==> src/rtl/alu_pkg.sv <==
// Shared constants and FSM encoding for the alu_181 datapath and its sequential multiplier.
package alu_pkg;

  localparam logic [3:0] ALU_OP_ADD     = 4'b1001;
  localparam logic       ALU_MODE_ARITH = 1'b0;
  localparam logic       ALU_CNB_NONE   = 1'b1;

  typedef enum logic [1:0] {
    MS_IDLE = 2'b00,
    MS_RUN  = 2'b01,
    MS_DONE = 2'b10
  } mul_state_t;

endpackage

==> src/rtl/alu_181.sv <==
// 16-bit 74181-style ALU: four 4-bit slices with group carry lookahead (182-style).
// Data is active-high; carry_in and carry_out are active-low like the original parts.
module alu_181 #(
  parameter int unsigned WIDTH = 16
) (
  input  logic [WIDTH-1:0] a,
  input  logic [WIDTH-1:0] b,
  input  logic [3:0]       op_in,
  input  logic             mode,
  input  logic             carry_in,
  output logic [WIDTH-1:0] out,
  output logic             carry_out,
  output logic             equal_out
);

  localparam int unsigned NSLICE = WIDTH / 4;

  if (WIDTH != 16) begin : g_bad_width
    $error("alu_181 supports only WIDTH=16");
  end

  logic [WIDTH-1:0] x, y, g, p, arith;
  logic [NSLICE:0]  sc;

  always_comb begin
    x = ~(a | (b & {WIDTH{op_in[0]}}) | (~b & {WIDTH{op_in[1]}}));
    y = ~((a & ~b & {WIDTH{op_in[2]}}) | (a & b & {WIDTH{op_in[3]}}));
    g = ~y;
    p = ~x;
    sc    = '0;
    arith = '0;
    sc[0] = ~carry_in;
    for (int s = 0; s < int'(NSLICE); s++) begin
      automatic logic gg = 1'b0;
      automatic logic pp = 1'b1;
      automatic logic cy = sc[s];
      // Slice: ripple inside the 181, group generate/propagate out to the lookahead unit
      for (int i = 0; i < 4; i++) begin
        arith[4*s+i] = x[4*s+i] ^ y[4*s+i] ^ cy;
        cy = g[4*s+i] | (p[4*s+i] & cy);
        gg = g[4*s+i] | (p[4*s+i] & gg);
        pp = pp & p[4*s+i];
      end
      sc[s+1] = gg | (pp & sc[s]);
    end
    out       = mode ? ~(x ^ y) : arith;
    carry_out = ~sc[NSLICE];
    equal_out = &out;
  end

endmodule

==> src/rtl/alu_181_mul_seq.sv <==
// Sequential 16x16 unsigned shift-and-add multiplier sharing one alu_181 adder.
// One add plus one right shift of {acc_hi,acc_lo} per multiplier bit.
module alu_181_mul_seq
  import alu_pkg::*;
#(
  parameter int unsigned WIDTH = 16,
  parameter int unsigned CNT_W = $clog2(WIDTH) + 1
) (
  input  logic               clk,
  input  logic               rst,
  input  logic               in_valid,
  output logic               in_ready,
  input  logic [WIDTH-1:0]   a_in,
  input  logic [WIDTH-1:0]   b_in,
  output logic               out_valid,
  input  logic               out_ready,
  output logic [2*WIDTH-1:0] product,
  output logic               busy
);

  if (WIDTH != 16) begin : g_bad_width
    $error("alu_181_mul_seq supports only WIDTH=16");
  end

  mul_state_t       state_q, state_d;
  logic [WIDTH-1:0] mcand_q, mcand_d;
  logic [WIDTH-1:0] acc_hi_q, acc_hi_d;
  logic [WIDTH-1:0] acc_lo_q, acc_lo_d;
  logic [CNT_W-1:0] cnt_q, cnt_d;

  logic [WIDTH-1:0] alu_b, alu_out;
  logic             alu_cout_n, alu_eq_unused, alu_c;

  assign alu_b = acc_lo_q[0] ? mcand_q : '0;
  assign alu_c = ~alu_cout_n;

  alu_181 #(.WIDTH(WIDTH)) u_alu (
    .a        (acc_hi_q),
    .b        (alu_b),
    .op_in    (ALU_OP_ADD),
    .mode     (ALU_MODE_ARITH),
    .carry_in (ALU_CNB_NONE),
    .out      (alu_out),
    .carry_out(alu_cout_n),
    .equal_out(alu_eq_unused)
  );

  always_ff @(posedge clk or posedge rst) begin
    if (rst) begin
      state_q  <= MS_IDLE;
      mcand_q  <= '0;
      acc_hi_q <= '0;
      acc_lo_q <= '0;
      cnt_q    <= '0;
    end else begin
      state_q  <= state_d;
      mcand_q  <= mcand_d;
      acc_hi_q <= acc_hi_d;
      acc_lo_q <= acc_lo_d;
      cnt_q    <= cnt_d;
    end
  end

  always_comb begin
    state_d = state_q;
    case (state_q)
      MS_IDLE: if (in_valid) state_d = MS_RUN;
      MS_RUN:  if (cnt_q == CNT_W'(WIDTH - 1)) state_d = MS_DONE;
      MS_DONE: if (out_ready) state_d = MS_IDLE;
      default: state_d = MS_IDLE;
    endcase
  end

  // Datapath: load on accept, add-and-shift in RUN, hold in DONE
  always_comb begin
    mcand_d  = mcand_q;
    acc_hi_d = acc_hi_q;
    acc_lo_d = acc_lo_q;
    cnt_d    = cnt_q;
    case (state_q)
      MS_IDLE: begin
        if (in_valid) begin
          mcand_d  = a_in;
          acc_lo_d = b_in;
          acc_hi_d = '0;
          cnt_d    = '0;
        end
      end
      MS_RUN: begin
        acc_hi_d = {alu_c, alu_out[WIDTH-1:1]};
        acc_lo_d = {alu_out[0], acc_lo_q[WIDTH-1:1]};
        cnt_d    = cnt_q + CNT_W'(1);
      end
      MS_DONE: begin
        cnt_d = cnt_q;
      end
      default: begin
        mcand_d  = '0;
        acc_hi_d = '0;
        acc_lo_d = '0;
        cnt_d    = '0;
      end
    endcase
  end

  always_comb begin
    in_ready  = (state_q == MS_IDLE);
    out_valid = (state_q == MS_DONE);
    busy      = (state_q == MS_RUN);
    product   = {acc_hi_q, acc_lo_q};
  end

endmodule

==> config.mk <==
export PLATFORM = sky130hd
export DESIGN_NAME = alu_181_mul_seq
export DESIGN_NICKNAME = d
export VERILOG_FILES = /design/src/rtl/alu_pkg.sv /design/src/rtl/alu_181.sv /design/src/rtl/alu_181_mul_seq.sv
export SDC_FILE = /design/constraint.sdc
export NUM_CORES = 1
export LEC_CHECK = 0
export CAP_MARGIN = 20
export CORE_ASPECT_RATIO = 2
export CORE_MARGIN = 2
export CORE_UTILIZATION = 50
export DETAILED_ROUTE_END_ITERATION = 10
export GPL_TIMING_DRIVEN = 0
export HOLD_SLACK_MARGIN = 0.06
export PLACE_DENSITY = 0.87
export SYNTH_ARGS = -nofsm -noshare
export SYNTH_HDL_FRONTEND = slang
export SYNTH_SLANG_ARGS = --single-unit
export TNS_END_PERCENT = 50
==> constraint.sdc <==
create_clock -name clk -period 11.3 [get_ports clk]
set_input_delay 2.26 -clock clk [delete_from_list [all_inputs] [get_ports clk]]
set_output_delay 2.26 -clock clk [all_outputs]
set_load 0.02 [all_outputs]
### Word-level counts from Yosys, hierarchy flattened

Index checks and enable logic that the tools add are counted.

* register bits after elaboration: 55
* bits of input ports: 36
* logic and storage cells: 126

* bitwise logic cells: 96
* add/sub/neg operators: 1
* reductions and logical operators: 5
* eq/ne operators: 6
* muxes and demuxes: 13

Operator list (count)
* 16-bit one-hot mux with 3 select lines: 2
* 16-bit two-way mux: 4
* 16-bit inverter: 4
* 1-bit bitwise AND: 33
* 16-bit one-hot mux with 2 select lines: 1
* 1-bit XOR: 31
* 1-bit bitwise OR: 24
* 16-bit bitwise AND: 1
* 16-bit bitwise OR: 1
* 5-bit one-hot mux with 3 select lines: 1
* 2-bit two-way mux: 3
* 2-bit one-hot mux with 3 select lines: 1
* 5-bit by 1-bit adder with 5-bit output (second input constant): 1
* 5-bit by 4-bit == test with 1-bit output (second input constant): 1
* 5-bit two-way mux: 1
* 2-bit by 1-bit != test with 1-bit output (second input constant): 2
* 2-bit AND reduction: 2
* 3-bit AND reduction: 1
* 2-bit by 1-bit == test with 1-bit output (second input constant): 1
* 2-bit == test (second input constant): 1
* 2-bit logical NOT: 1
* 2-bit != test (second input constant): 1
* 1-bit inverter: 2
* 2-bit OR reduction: 1

### Depth between registers and ports, before layout

Gate-level depths: netlist of run 1.

* word-level depth: 22
* gate-level depth with buffers: 18
* mapped depth without buffers: 17

### Modules after synthesis

A second synthesis of run 1 with hierarchy kept.

* cell total of the unflattened synthesis: 503
* area, all modules: 4161.5 µm²

Modules (own cells, without submodules)
* alu_181_mul_seq: instances 1, area each 2617.5 µm², cells an instance 278, seq. area each 1376.3 µm²
* alu_181: instances 1, area each 1544.0 µm², cells an instance 225, seq. area each 0.0 µm²

### Worst setup path after synthesis of run 1

No wires, ideal clock.

* path type: register to register
* start: reg acc_lo_q[0]
* end: reg acc_hi_q[13]
* data arrival time: 4055 ps
* path buffers: 2
* clock period less this slack: 4178 ps
* cell stages (with the launch flop): 17
* path slack: 7122 ps
* cell sequence: dfrtp_1 > clkbuf_1 > buf_2 > nand2_1 > fa_1 > fa_1 > fa_1 > nor4_1 > nor2_1 > a21oi_1 > a21oi_2 > fa_1 > fa_1 > inv_1 > fa_1 > nand3_1 > o21ai_1

* cells in the longest elaborated chain, start to end: 20
* elaborated cells on any way between the ends: 42

Ends and longest elaborated chain
* start: declaration: RTL line alu_181_mul_seq.sv:28 `logic [WIDTH-1:0] acc_lo_q, acc_lo_d;`
* start signal: assignment: RTL line alu_181_mul_seq.sv:59 `acc_lo_q <= acc_lo_d;`
* 16-bit two-way mux *: RTL line alu_181_mul_seq.sv:34 `assign alu_b = acc_lo_q[0] ? mcand_q : '0;`
* 16-bit bitwise OR / 16-bit bitwise AND (equally long branches): RTL line alu_181.sv:26, alu_181.sv:27
* 16-bit inverter, on equally long branches: RTL line alu_181.sv:26, alu_181.sv:27
* 16-bit inverter, on equally long branches: RTL line alu_181.sv:29, alu_181.sv:28
* 1-bit bitwise AND: RTL line alu_181.sv:41 `gg = g[4*s+i] | (p[4*s+i] & gg);`
* 1-bit bitwise OR: RTL line alu_181.sv:41
* 1-bit bitwise AND: RTL line alu_181.sv:41
* 1-bit bitwise OR: RTL line alu_181.sv:41
* (+4 left out)
* 1-bit bitwise AND: RTL line alu_181.sv:44 `sc[s+1] = gg | (pp & sc[s]);`
* 1-bit bitwise OR: RTL line alu_181.sv:44
* 1-bit bitwise AND: RTL line alu_181.sv:40 `cy = g[4*s+i] | (p[4*s+i] & cy);`
* 1-bit bitwise OR: RTL line alu_181.sv:40
* 1-bit bitwise AND: RTL line alu_181.sv:40
* 1-bit bitwise OR: RTL line alu_181.sv:40
* 1-bit XOR *: RTL line alu_181.sv:39 `arith[4*s+i] = x[4*s+i] ^ y[4*s+i] ^ cy;`
* 16-bit one-hot mux with 3 select lines *: RTL line alu_181_mul_seq.sv:80 `case (state_q)`
* end signal: assignment: RTL line alu_181_mul_seq.sv:58 `acc_hi_q <= acc_hi_d;`
* end: declaration: RTL line alu_181_mul_seq.sv:27 `logic [WIDTH-1:0] acc_hi_q, acc_hi_d;`

Mark *: on every way between the ends. The rest lies on a longest branch, timed or not.
A chain may end at the register's enable or synchronous reset.

### Worst setup path in the final report of run 1

Ends and elaborated chain as after synthesis.

==> out/summary.md, run 1 <==
After detailed routing, the average wire length per cell comes to 16.0 um. The tools report the worst supply voltage drop on vdd as 193 uV. For this run, the detailed router's first-pass iteration total came to 4.

The worst setup path is of the flop to flop kind. The synthesis warning total was 0; the share of synthesized area occupied by flip-flops and latches was 42.1%. The overall overflow remaining after global route is 0, and the post-route clock period utilization is 41.3%.

Summing every instance area after synthesis gives 3270 um2. Final period demand of the worst path: 4.67 ns. The internal portion of the total power is 0.000603 W. Final-layout worst hold slack: 0.483 ns. Setup violations remaining at the end of the flow were counted as 0.

Wires add up to 8170 um. The tools report the sort of element at the start of the critical path as a flop. Routability-driven placement finished with a final weighted congestion of 0.854. The biggest area contributor in the post-synthesis netlist is sky130_fd_sc_hd__dfrtp_1. The synthesis-stage register bit count came out at 55. The run finished with clean final reports. Entering global routing, the biggest net connects 31 pins. The top cell types in the final layout, fill and taps aside, are 70 x sky130_fd_sc_hd__clkdlybuf4s50_1, 64 x sky130_fd_sc_hd__nand2_1, 55 x sky130_fd_sc_hd__dfrtp_1. The signal arrival time at the worst endpoint was 4.86 ns; the global routing usage on met1 was 27.4%. After synthesis, the cell types taking the most area are sky130_fd_sc_hd__dfrtp_1 42%, sky130_fd_sc_hd__ha_1 11%, sky130_fd_sc_hd__fa_1 7.3%. The post-synthesis instance total was 347. The multi-input combinational cells in the finished layout cover a total of 1640 um2. The remaining number of nets flagged by the antenna check after routing is 0. Setup slack on the worst reg-to-reg path comes out at 6.63 ns. The number of cells on the worst reg-to-reg path is 16. Combinational logic burns 53.3% of the power. Walking the worst path, the cells encountered are clkbuf_1 -> buf_2 -> nand2_1 -> fa_1 -> fa_1 -> fa_1 -> nor4_1 -> nor2_1 -> a21oi_1 -> a21oi_2 -> fa_1 -> fa_1 -> inv_1 -> fa_1 -> nand3_1 -> o21ai_1.

The worst slew slack as a fraction of its limit is 61.6%, and the first-pass GRT wire length is 13400 um. The count of input and output buffers came out at 70. At the later pin of the worst-skew pair, clock insertion delay measures 0.30 ns. The tools report the HPWL after detailed placement as 6320 um. Clock root buffer master: sky130_fd_sc_hd__clkbuf_16. The post-synthesis average cell area was 9.43 um2. TritonCTS built the clock tree.

Static power due to leakage: 1.98 nW. The most repeated library cell on the critical path is sky130_fd_sc_hd__fa_1. The total area inside the core boundary comes to 6310 um2. The min-delay analysis places its worst path in the category flop to flop. The number of vias per cell was 5.35; the setup fix buffers added after clock tree synthesis was 0. In this run the count of I/O pins placed on the die edge is 71.

The sequential power share is 32.1%, and the met3 global-route usage is 4.49%. Power comes to 0.00109 W. For this run, global-route usage on met2 was measured as 44.4%. The worst register-to-register path begins at acc_lo_q[0].

Summed over all nets, the switching power comes to 0.000483 W. The total nets after synthesis came out at 425. Setup repair after global routing left no endpoint under its margin.

Across the run, the number of max-cap violations was 0. The logs give 7240 um2 for the full die area and 0 for the diode insertion count for antenna repair. The maximum net fanout on the critical path is 10, and the post-route clock skew is 0.00856 ns. The area share of the largest cell type after synthesis is 42.1%, and the number of antenna violations at the first check in global routing is 0.

The most critical setup path has its endpoint at acc_hi_q[13]. In this run the power density over the cells is 256 nW/um2. The clock-pin slew on the worst setup and hold paths came out at 0.07 ns. Based on the critical path, the design can be clocked at up to 214 MHz. For this run, the slowest stage of the critical path takes 0.44 ns. For the number of buffers created by CTS, the log shows 5. Summing all flip-flop and latch instances after layout gives 1380 um2. Most common cell after layout, fill and taps aside: sky130_fd_sc_hd__clkdlybuf4s50_1. The number of hold violations in the final report is 0, and the number of sinks driven by the clock tree is 55. For the worst setup path, the data required time is 11.49 ns. The count of final max-slew check failures is 0, and the slew of the pin with the lowest slew margin is 0.575 ns. The tools report the part of the total power dissipated in the clock network as 14.6%. After the last flow step, the layout net total stands at 503. From synthesis to final layout, the design area changed by 29.9%. The setup TNS was 0 ns; the hold buffer count at cts was 0. Tracing the worst setup path back leads to its startpoint at acc_lo_q[0].

The starting DRC count in detailed routing was 110; the final-layout fill cell count was 482. The capturing element type of the critical path is a flop. After floorplanning, the core was divided into 41 placement rows. The layer with the highest usage after global routing is met2.

The vertical extent of the die is 118 um, and the total DRC errors in the routed layout is 0. The tools report the end of the worst register-to-register path as acc_hi_q[13]. In this run the deepest clock path goes through 2 buffers. Across all layers, the routed design uses 2741 vias. The starting utilization of the core area is 51.8%, and the ratio of cells with drive above 1 in the final layout is 7.98%. The slowest stage of the critical path belongs to the cell sky130_fd_sc_hd__fa_1. Gates resized during post-CTS repair numbered 0. In this run, distinct cell masters in the synthesized netlist total 35. The fraction of power spent switching nets came out at 44.5%.

The overall routing resource usage is 24.8%. The number of levels the H-tree was split into came out at 2. Number of global-route vias before repair: 2908. In this run the horizontal extent of the chip is 61.2 um.
[cell families (layout without fill, tap and decap cells)]
family,after synthesis,after routing,share of synthesized area (%)
buffers and inverters,59,138,7.92
muxes,1,1,0.459
AOI/OAI and AO/OA,65,65,13.7
adders and majority gates,42,42,18.8
xor gates and xnor gates,3,3,0.804
and+or+nand+nor,122,122,16.2
DFF,55,55,42.1
[state kept, by name, indices dropped and copies added, names as in the netlist]
register	count
acc_lo_q	16
mcand_q	16
cnt_q	5
state_q	2
acc_hi_q	16
[through the flow]
stage / setup slack, ns / instances / instance area [um2] / utilization, %
4_1_cts: 6.65 / 512 / 4250 / 67.3
3_5_place_dp: 6.71 / 504 / 4100 / 65.0
2_1_floorplan: 7.12 / 347 / 3270 / -
6_report: 6.63 / 512 / 4250 / 67.3
3_3_place_gp: 6.71 / 503 / 4080 / 64.6
5_1_grt: 6.37 / 512 / 4250 / 67.3
[worst min path at each step]
stage | cells past startpoint | from | to | slack [ns]
floorplan | 2 | mcand_q[0] | mcand_q[0] | 0.44
global placement | 2 | cnt_q[4] | cnt_q[4] | 0.46
detailed placement | 2 | mcand_q[3] | mcand_q[3] | 0.47
CTS | 2 | mcand_q[3] | mcand_q[3] | 0.49
global route | 2 | mcand_q[3] | mcand_q[3] | 0.52
finish | 2 | mcand_q[3] | mcand_q[3] | 0.48
[Yosys cell counts, drive strengths merged]
cell,number
o21ai,26
nor3,1
a221oi,17
o31ai,12
nor4,3
nor2,36
buf,14
nor2b,3
inv,39
and2,1
mux2,1
nand2b,3
xnor2,1
o221ai,1
dfrtp,55
o21bai,1
nand3,10
fa,12
nand2,64
and3,1
a21oi,7
ha,30
xor2,2
o311ai,1
clkbuf,6
[final cells by class]
| type | count | area share [%] |
|---|---|---|
| clock inverters | 3 | 0.589 |
| inverters | 39 | 3.45 |
| multi-input cells | 233 | 38.5 |
| repair buffers | 71 | 17.0 |
| well taps | 86 | 2.53 |
| plain buffers | 20 | 2.65 |
| flip-flops and latches | 55 | 32.4 |
| clock buffers | 5 | 2.94 |
[per-layer routing]
metal | routed length (um) | vias to the layer above | share of wire (%)
met5 | 0 | - | 0
met4 | 167 | 0 | 2.0
met3 | 372 | 13 | 4.6
met2 | 4810 | 74 | 59
met1 | 2810 | 1365 | 34
li1 | - | 1289 | -
[worst max-delay path, delay by kind of cell (launching register included)]
family | cells | cell delay [ns]
flops | 1 | 0.36
fa+ha+maj | 6 | 2.45
simple gates | 4 | 0.53
compound gates | 3 | 0.45
buf+inv | 3 | 0.77
[power groups by stage]
stage	combinational [W]	clock, W	sequential [W]
2_1_floorplan	0.000307	0	0.000394
3_3_place_gp	0.000556	0	0.000347
3_5_place_dp	0.000579	0	0.000351
4_1_cts	0.000584	0.000160	0.000348
5_1_grt	0.000639	0.000168	0.000359
6_report	0.000579	0.000158	0.000349
No activity file was read; power rests on OpenSTA's default activity.
==> inputs of run 2 (changes only) <==
--- a/config.mk
+++ b/config.mk
@@ -8,11 +8,11 @@
 export CAP_MARGIN = 20
 export CORE_ASPECT_RATIO = 2
 export CORE_MARGIN = 2
-export CORE_UTILIZATION = 50
+export CORE_UTILIZATION = 46
 export DETAILED_ROUTE_END_ITERATION = 10
 export GPL_TIMING_DRIVEN = 0
 export HOLD_SLACK_MARGIN = 0.06
-export PLACE_DENSITY = 0.87
+export PLACE_DENSITY = 0.84
 export SYNTH_ARGS = -nofsm -noshare
 export SYNTH_HDL_FRONTEND = slang
 export SYNTH_SLANG_ARGS = --single-unit
==> constraint.sdc (replaced) <==
create_clock -name clk -period 4.2 [get_ports clk]
set_input_delay 0.84 -clock clk [delete_from_list [all_inputs] [get_ports clk]]
set_output_delay 0.84 -clock clk [all_outputs]
set_load 0.02 [all_outputs]
==> run 2 against run 1 <==
Against the previous run: die area rose by 8.3%; sequential share of layout area fell by 0.60 points; global-route usage fell by 2.1 points; fmax rose by 17%; critical path depth did not move; non-clock buffer count rose by 2; flip-flop and latch count did not move; utilization fell by 4.4 points; worst hold slack got worse by 0.0071 ns; count of clock-buffer cells in the layout rose by 1; final cell count rose by 1.2%; highest routed layer unchanged.
==> out/summary.md, run 2 (synthesis results as in run 1) <==
Number of vias in the routed layout: 2726 (-0.55%). The minimum setup slack among reg-to-reg paths came out at 0.20 ns (-6.43 ns). STA classifies the critical path endpoint as a flop. The internal cell power came out at 0.00172 W (+190%). The number of placement rows came out at 43 (+4.9%). The vertical extent of the die was 123 um (+4.1%). The sequential power share came out at 31.2% (-0.9 points). The part of the total power dissipated in the clock network is 16.5% (+1.9 points). The tightest min-delay check is of the flop to flop type. The number of vias per cell was 5.26 (-1.7%); the starting utilization of the core area was 47.5% (-4.3 points).

For the hold buffer count at cts, the log shows 0 (unchanged). The total power of the final layout is 0.00303 W (+180%), and the horizontal die dimension is 63.6 um (+4.0%). The fraction of power spent switching nets is 43.1% (-1.3 points), and the HPWL after detailed placement is 6180 um (-2.2%). Setup repair after global routing left no endpoint under its margin. The upper clock frequency limit came out at 250 MHz (+17%).

The number of max-cap violations was 0 (unchanged). The core region area is 6890 um2 (+9.1%), and the first-pass GRT wire length is 13500 um (+0.67%). The run gives 0 (unchanged) as the count of final max-slew check failures. Among the stages of the critical path, the cell type that occurs most often is sky130_fd_sc_hd__fa_2. Number of cells traversed by the worst register-to-register path: 16 (unchanged). The clock latency of the later-clocked register in the worst-skew pair is 0.30 ns (about the same). In this design, the largest share of critical-path delay is due to adder cells. The post-detailed-route wirelength per cell was 15.6 um (-2.4%); the maximum net fanout on the critical path was 4 (-6). For the overall routing resource usage, the log shows 22.8% (-2.1 points). The routed wire length on met2 came out at 4490 um (-6.8%).

Worst hold path stage count: 2 (unchanged). The maximum number of buffers from clock root to sink is 2 (unchanged). The total length of routed met3 wires was 215 um (-42%).

In the layout the commonest cells are 70 x sky130_fd_sc_hd__clkdlybuf4s50_1, 64 x sky130_fd_sc_hd__nand2_1, 54 x sky130_fd_sc_hd__dfrtp_1. The total power per unit cell area came out at 699 nW/um2 (+170%). The uppermost layer routed was met4. The count of TritonRoute iterations in the first routing pass was 4 (unchanged); the final-layout worst hold slack was 0.476 ns (-0.00708 ns).

The final period demand of the worst path is 4.00 ns (-0.674 ns). The path with the worst hold slack has its endpoint at mcand_q[0]. The worst slew slack as a fraction of its limit is 61.5% (-0.11 points). The stage delay of the slowest cell on the critical path works out to 0.42 ns (-0.02 ns).

The clock-pin slew on the worst setup and hold paths was 0.07 ns (about the same); the signal arrival time at the worst endpoint was 4.18 ns (-0.68 ns). The post-route clock skew was 0.00922 ns (+0.000658 ns). The tools report the sort of element at the start of the critical path as a flop. For the static power due to leakage, the log shows 2.03 nW (+2.1%).

The number of global-route vias before repair came out at 2892 (-0.55%). The number of failing setup endpoints in the final timing report came out at 0 (unchanged). In the final layout, the registers with the most flip-flops are acc_hi_q: 16 flops, acc_lo_q: 16 flops, mcand_q: 16 flops. The count of input and output buffers was 70 (unchanged). Slew of the pin with the lowest slew margin: 0.571 ns (-0.00477 ns). The worst supply voltage drop on vdd is 426 uV (+120%), and the placer's final routability congestion estimate is 0.872 (+2.0%). The number of sinks driven by the clock tree was 55 (unchanged). The library cell used most frequently in the layout, excluding fill and tap cells, is sky130_fd_sc_hd__clkdlybuf4s50_1.

The number of buffers created by CTS is 5 (unchanged). TritonCTS built the clock tree. The tools report the remaining number of nets flagged by the antenna check after routing as 0 (unchanged). The net switching component of the power was 0.00131 W (+170%). The flow ran to the end, and the final reports show no timing, DRC or antenna violations. The number of levels the H-tree was split into was 2 (unchanged). Worst reg2reg path startpoint: acc_lo_q[0]. The tools report the number of hold violations in the final report as 0 (unchanged).

The tools report the overall overflow remaining after global route as 0 (unchanged). The tools report the total length of routed wires as 8070 um (-1.2%). The full die area came out at 7840 um2 (+8.3%).

The worst setup path is of the flop to flop kind. On the critical path, the stage with the largest delay is an instance of sky130_fd_sc_hd__fa_2. The post-layout net count came out at 505 (+0.40%).

The core utilization of the finished layout was 62.9% (-4.4 points); the number of antenna violations at the first check in global routing was 0 (unchanged). The setup TNS was 0 ns (unchanged); the diode insertion count for antenna repair was 0 (unchanged). Clock root buffer master: sky130_fd_sc_hd__clkbuf_16.

The combinational share of power is 52.3% (-1.0 points). The number of buffer and inverter stages on the critical path came out at 2 (-1). Pin count of the biggest net entering global routing: 32 (+3.2%). The ratio of cells with drive above 1 in the final layout is 10.3% (+2.3 points), and the post-route clock period utilization is 95.2% (+54 points). The number of I/O pins is 71 (unchanged), and the starting DRC count in detailed routing is 72 (-35%).

Met1 wire length: 2990 um (+6.1%). End of the worst register-to-register path: acc_hi_q[13]. The signal on the critical path passes through and2_1 -> ha_1 -> inv_1 -> fa_2 -> fa_2 -> fa_2 -> nor4_4 -> nor2_1 -> a21oi_2 -> a21oi_2 -> fa_2 -> fa_1 -> inv_1 -> fa_1 -> nand3_1 -> o21ai_1. The total DRC errors in the routed layout was 0 (unchanged). The growth of design area from synthesis to finish works out to 32.5%. The startpoint identified for the worst hold timing path is mcand_q[0].

Required time of the worst setup path: 4.39 ns (-7.10 ns).
-- run 2: cell types whose count changed in the layout (fill, tap and decap cells not counted), moves of 2 or more --
cell	before	now
sky130_fd_sc_hd__fa_2	0	4
sky130_fd_sc_hd__fa_1	12	8
sky130_fd_sc_hd__buf_4	5	9
sky130_fd_sc_hd__clkinv_4	2	0
-- run 2: worst max path at each step --
stage                 from  cells after the start            to
5_1_grt        acc_lo_q[0]                     16  acc_hi_q[13]
2_1_floorplan  acc_lo_q[0]                     16  acc_hi_q[13]
3_5_place_dp   acc_lo_q[0]                     16  acc_hi_q[13]
6_report       acc_lo_q[0]                     16  acc_hi_q[13]
4_1_cts        acc_lo_q[0]                     16  acc_hi_q[13]
3_3_place_gp   acc_lo_q[0]                     16  acc_hi_q[13]
-- run 2: layout make-up --
cell class | count | area [um2]
buffer | 19 | 111
clock buffer | 6 | 139
clock inverter | 2 | 38.8
fill | 590 | 2550
inverter | 39 | 146
multi-input combinational | 233 | 1660
sequential | 55 | 1380
tap | 90 | 113
timing repair buffer | 74 | 743
-- run 2: what timing repair did --
action / 4_1_cts / 5_1_grt
pin swaps: 0 / 4
buffers inserted: 2 / 1
resized for setup: 3 / 6
endpoints found under the setup margin: 5 / 2
-- run 2: through the flow --
step | area, um2 | setup WS [ns] | instances
floorplan | 3270 | 0.0216 | 347
global placement | 4080 | -0.270 | 507
detailed placement | 4100 | -0.384 | 508
CTS | 4300 | 0.0253 | 517
global route | 4330 | 0.0102 | 518
finish | 4330 | 0.203 | 518
-- run 2: power by group through the flow --
stage | combinational, W | sequential [W] | clock [W]
final | 0.00158 | 0.000945 | 0.000500
after global routing | 0.00175 | 0.000973 | 0.000521
after CTS | 0.00157 | 0.000943 | 0.000504
after detailed placement | 0.00154 | 0.000948 | 0
after global placement | 0.00149 | 0.000934 | 0
after floorplan | 0.000827 | 0.00106 | 0
-- run 2: worst min-delay path: stages, from the launching register on --
cell,delay [ns]
sky130_fd_sc_hd__dfrtp_1,0.34
sky130_fd_sc_hd__nand2_1,0.05
sky130_fd_sc_hd__o21ai_0,0.06
-- run 2: per-layer routing --
metal  up-vias  GRT usage [%]
li1       1294              -
met4         0           13.7
met3        28           3.64
met2        72           41.8
met5         -              0
met1      1332           24.0
==> inputs of run 3 (changes only) <==
--- a/config.mk
+++ b/config.mk
@@ -13,6 +13,7 @@
 export GPL_TIMING_DRIVEN = 0
 export HOLD_SLACK_MARGIN = 0.06
 export PLACE_DENSITY = 0.84
+export SKIP_LAST_GASP = 1
 export SYNTH_ARGS = -nofsm -noshare
 export SYNTH_HDL_FRONTEND = slang
 export SYNTH_SLANG_ARGS = --single-unit
==> results of run 3 <==
Final layout, timing and power as in run 2 (identical DEF).
